$ cat config.mk
export PLATFORM = sky130hd
export DESIGN_NAME = apb_master_arbiter
export DESIGN_NICKNAME = d
export VERILOG_FILES = /design/src/rtl/apb_master_arbiter.sv
export SDC_FILE = /design/constraint.sdc
export NUM_CORES = 1
export LEC_CHECK = 0
export BUFFER_PORTS_ARGS = -buffer_cell sky130_fd_sc_hd__buf_2
export CORE_MARGIN = 10
export CORE_UTILIZATION = 39
export DETAILED_ROUTE_END_ITERATION = 12
export PLACE_DENSITY = 0.82
export SLEW_MARGIN = 25
export SYNTH_ARGS = -nofsm -noshare
export SYNTH_HDL_FRONTEND = slang
export SYNTH_SLANG_ARGS = --single-unit
$ cat constraint.sdc
create_clock -name pclk -period 1.4 [get_ports pclk]
set_input_delay 0.14 -clock pclk [delete_from_list [all_inputs] [get_ports pclk]]
set_output_delay 0.14 -clock pclk [all_outputs]
set_load 0.1 [all_outputs]
$ cat src/rtl/apb_master_arbiter.sv
// Two-requester round-robin APB master: IDLE -> SETUP -> ACCESS per transfer.
// Optional watchdog abort on stuck pready enabled by defining APB_TIMEOUT_EN.
module apb_master_arbiter #(
  parameter int ADDR_W  = 4,
  parameter int DATA_W  = 8,
  parameter int TIMEOUT = 15
) (
  input  logic                pclk,
  input  logic                preset,
  input  logic [1:0]          req_valid,
  input  logic [1:0]          req_write,
  input  logic [2*ADDR_W-1:0] req_addr,
  input  logic [2*DATA_W-1:0] req_wdata,
  output logic [1:0]          req_ack,
  output logic [1:0]          req_done,
  output logic [DATA_W-1:0]   rsp_rdata,
  output logic                rsp_err,
  output logic                psel,
  output logic                penable,
  output logic                pwrite,
  output logic [ADDR_W-1:0]   paddr,
  output logic [DATA_W-1:0]   pwdata,
  input  logic [DATA_W-1:0]   prdata,
  input  logic                pready
);

  typedef enum logic [1:0] {IDLE = 2'd0, SETUP = 2'd1, ACCESS = 2'd2} state_t;

  state_t              state_r, state_next_s;
  logic                rr_r, rr_s;
  logic                gnt_r, gnt_s;
  logic                grant_idx_s;
  logic                timeout_s;
  logic [1:0]          ack_s, done_s;
  logic [DATA_W-1:0]   rdata_s, pwdata_s;
  logic [ADDR_W-1:0]   paddr_s;
  logic                err_s, psel_s, penable_s, pwrite_s;

  if (TIMEOUT < 1 || TIMEOUT > 255) begin : g_bad_timeout
    $error("TIMEOUT must be in 1..255");
  end

`ifdef APB_TIMEOUT_EN
  localparam logic [7:0] TIMEOUT_C = 8'(TIMEOUT);
  logic [7:0] cnt_r;

  // Wait-state counter: cleared while in SETUP, counts stalled ACCESS cycles
  always_ff @(posedge pclk) begin
    if (preset) begin
      cnt_r <= 8'd0;
    end else if (state_r == SETUP) begin
      cnt_r <= 8'd0;
    end else if (state_r == ACCESS && !pready) begin
      cnt_r <= cnt_r + 8'd1;
    end
  end

  assign timeout_s = (cnt_r == TIMEOUT_C) && !pready;
`else
  assign timeout_s = 1'b0;
`endif

  // Both valid -> follow the pointer; otherwise the single valid requester
  assign grant_idx_s = (req_valid == 2'b11) ? rr_r : req_valid[1];

  // State and registered outputs
  always_ff @(posedge pclk) begin
    if (preset) begin
      state_r   <= IDLE;
      rr_r      <= 1'b0;
      gnt_r     <= 1'b0;
      req_ack   <= 2'b00;
      req_done  <= 2'b00;
      rsp_rdata <= '0;
      rsp_err   <= 1'b0;
      psel      <= 1'b0;
      penable   <= 1'b0;
      pwrite    <= 1'b0;
      paddr     <= '0;
      pwdata    <= '0;
    end else begin
      state_r   <= state_next_s;
      rr_r      <= rr_s;
      gnt_r     <= gnt_s;
      req_ack   <= ack_s;
      req_done  <= done_s;
      rsp_rdata <= rdata_s;
      rsp_err   <= err_s;
      psel      <= psel_s;
      penable   <= penable_s;
      pwrite    <= pwrite_s;
      paddr     <= paddr_s;
      pwdata    <= pwdata_s;
    end
  end

  // Next-state logic
  always_comb begin
    state_next_s = state_r;
    case (state_r)
      IDLE: begin
        if (|req_valid) state_next_s = SETUP;
        else            state_next_s = IDLE;
      end
      SETUP:  state_next_s = ACCESS;
      ACCESS: begin
        if (pready || timeout_s) state_next_s = IDLE;
        else                     state_next_s = ACCESS;
      end
      default: state_next_s = IDLE;
    endcase
  end

  // Next values of the registered outputs
  always_comb begin
    rr_s      = rr_r;
    gnt_s     = gnt_r;
    ack_s     = 2'b00;
    done_s    = 2'b00;
    rdata_s   = rsp_rdata;
    err_s     = rsp_err;
    psel_s    = 1'b0;
    penable_s = 1'b0;
    pwrite_s  = pwrite;
    paddr_s   = paddr;
    pwdata_s  = pwdata;
    case (state_r)
      IDLE: begin
        if (|req_valid) begin
          gnt_s         = grant_idx_s;
          rr_s          = ~grant_idx_s;
          ack_s[grant_idx_s] = 1'b1;
          psel_s        = 1'b1;
          pwrite_s      = req_write[grant_idx_s];
          paddr_s       = grant_idx_s ? req_addr[2*ADDR_W-1:ADDR_W] : req_addr[ADDR_W-1:0];
          pwdata_s      = grant_idx_s ? req_wdata[2*DATA_W-1:DATA_W] : req_wdata[DATA_W-1:0];
        end else begin
          psel_s = 1'b0;
        end
      end
      SETUP: begin
        psel_s    = 1'b1;
        penable_s = 1'b1;
      end
      ACCESS: begin
        if (pready) begin
          done_s[gnt_r] = 1'b1;
          err_s         = 1'b0;
          if (!pwrite) rdata_s = prdata;
          else         rdata_s = rsp_rdata;
        end else if (timeout_s) begin
          done_s[gnt_r] = 1'b1;
          err_s         = 1'b1;
        end else begin
          psel_s    = 1'b1;
          penable_s = 1'b1;
        end
      end
      default: begin
        psel_s = 1'b0;
      end
    endcase
  end

endmodule

==> results.toml <==
[die]
dieArea_mm2 = 0.005787
start_util = 0.4050
fp.dieW_um = 76.07
coreArea_mm2 = 0.003028
die_y_um = 76.07
rows = 20
io_pins = 67

[setup_path]
crit_type = "reg2reg"
crit_path_end_kind = "flop"
reg2reg_depth = 6
reg2reg_from = "state_r[0]"
cp_data_required_time_ps = 1620
start_kind = "flop"
cp-startpoint = "state_r[0]"
crit_fanout = 8
cp_data_arrival_time_ps = 1580

[job]
maxCapViolations = 0

[synthesis]
synth_fp_nets = 153
synth_fa_ha_area_frac = 0.04082
yosys.area_share.simple = 0.1796
syn-cell-area_mm2 = 0.001226
ys_warn_count = 0
syn_area_per_cell_um2 = 11.15
synth-xor-area-share = 0
synth_mux_area_frac = 0.06531
syn-instance-count = 110
synth-seq-area-share = 0.5061
synth_cell_type_count = 23
yosys_register_bits = 31
synth_top_family_by_area = "simple AND/OR/NAND/NOR gates"
synth-compound-area-share = 0.1490

[hold_path]
worstHoldStart = "req_wdata[7]"
hold_class = "in2reg"
hold_depth = 2

[timing]
setup_viol = 0
hold_viol_final = 0
rsz0062_at_grt = "true"
post-route-period-util = 0.9737
fin_crit_ps = 1363
fin_skew_ps = 11.44
fmax_mhz = 733.5
fin_ws_ps = 36.76
setup_tns_ps = 0
slew_violations = 0

[layout]
nFillCells = 263
antenna_cells = 0
layout-drive-gt1-share = 0.5241
finalNetCount = 229
area_growth_pct = 44.39

[clock_network]
cts_root_buf = "clkbuf_4"
cts_buffer_depth = 2
cts.clk_slew.worst_paths_ps = 100
cts_tree = "yes"
cts_buffers = 5
worstSkewPairLatency_ps = 330
hold_buffers = 0
htreeDepth = 2
cts.sinks = 31

[power_and_ir_drop]
total_power_uw = 2523
p_per_area_mw_per_mm2 = 1425
p_leak_uw = 0.0008939
ir_drop_v = 0.0008420

[placement]
gp_congestion = 0.8036
dp_slack_ps = -20.88
place.port_buffers = 65
place_hpwl_mm = 2.742

[route]
drtPass1Iterations = 3
wire_per_inst_um = 14.53
drc = 0
ant_nets = 0
via_per_inst = 4.706
drtIter0Drc = 51
wl_mm = 3.357
vias = 1087

[global_route]
grt_usage = 0.1161
grt_pass1_wl_mm = 5.485
grt_max_degree = 14
antenna_found_initial = 0
grt_pass1_vias = 1178
grt_overflow = 0

[run_status]
status = "finished clean"
[worst max-delay path, cell delays in order (launching register included)]
cell and delay [ps]:
dfxtp_2 340, inv_1 60, ha_2 210, nand2_2 100, nor3_4 50, buf_4 160
a221o_1 330
[metrics by stage]
step           hold slack [ps]  cells  utilization  instance area [um2]
2_1_floorplan            278.2    110            -                 1227
3_3_place_gp             362.8    223       0.5459                 1653
3_5_place_dp             366.6    223       0.5459                 1653
4_1_cts                  10.19    231       0.5752                 1742
5_1_grt                  9.506    231       0.5847                 1770
6_report                 17.88    231       0.5847                 1770
[worst paths after layout]
kind	slack (ps)	endpoint
max	40	pwrite
max reg2reg	40	pwrite
min	20	pwdata[7]
min reg2reg	460	req_done[0]
[what timing repair did]
action                     in CTS  in global routing
resized for setup               1                  8
hold endpoints to repair        0                  0
setup endpoints to repair      13                 21
cloned                          0                  0
buffers inserted                0                  0
pin swaps                       0                  1
[where the power goes]
group          switching, uW  leakage [uW]  internal (uW)
Clock                    298     0.0000482            422
Combinational            605      0.000591            210
Sequential              34.1      0.000255            954
[logic make-up after synthesis]
group           count (synthesis)
compound gates                 20
fa+ha+maj                       4
buf+inv                        11
flops                          31
mux                             8
other cells                     1
simple gates                   35
[cells in the mapped netlist]
cell,instances,share of area
a221o_1,13,0.11
o21a_2,1,0.0071
buf_6,2,0.018
a211oi_2,1,0.010
nand3b_1,1,0.0061
ha_1,4,0.041
a21oi_1,2,0.0082
inv_1,3,0.0092
conb_1,1,0.0031
nand2_1,4,0.012
dfxtp_1,31,0.51
mux2i_1,8,0.065
a2bb2oi_1,1,0.0071
o21ai_0,1,0.0041
buf_2,4,0.016
nor2b_4,1,0.011
nor3_4,1,0.013
nor3b_1,15,0.092
nor3_1,3,0.012
or2_2,1,0.0051
buf_4,2,0.012
nor2_1,9,0.028
a211oi_1,1,0.0061
[state kept, by name (all words and copies together), names as in the netlist]
signal	count
pwdata	8
rsp_rdata	8
paddr	4
req_ack	2
req_done	2
state_r	2
gnt_r	1
penable	1
psel	1
pwrite	1
rr_r	1
[routing by layer]
metal / share of wire / global-route usage / up-vias / wire (um)
met5: 0 / 0 / - / 0
met4: 0.021 / 0.06134 / 0 / 71
met3: 0.081 / 0.05189 / 6 / 273
met2: 0.48 / 0.1905 / 47 / 1608
met1: 0.42 / 0.1224 / 482 / 1404
li1: - / - / 552 / -
[placed cells by master (no fill, tap or decap)]
master	instances
nor3_1	3
mux2i_4	1
buf_4	11
dfxtp_1	28
clkbuf_4	5
nor3_4	1
a211oi_2	1
nand2_1	2
nor3b_1	15
clkinv_2	1
o21ai_0	1
mux2i_1	7
buf_2	65
nand3b_1	1
nor2b_4	1
ha_2	2
nor2_1	9
ha_1	2
or2_2	1
a221o_1	13
inv_1	3
dfxtp_2	3
bufinv_16	1
o21a_4	1
nand2_2	2
clkbuf_8	1
a2bb2oi_1	1
buf_12	1
a211oi_1	1
conb_1	1
a21oi_1	2
[area by class of cell]
| cell class | instances | area (um2) | area share |
|---|---|---|---|
| multi-input cells | 68 | 565.5 | 0.3194 |
| flip-flops and latches | 31 | 624.3 | 0.3526 |
| inverters | 3 | 11.26 | 0.006360 |
| clock inverters | 2 | 35.03 | 0.01979 |
| clock buffers | 6 | 51.30 | 0.02898 |
| repair buffers | 77 | 427.9 | 0.2417 |
| well taps | 44 | 55.05 | 0.03110 |
Power figures use the tool's default switching activity.
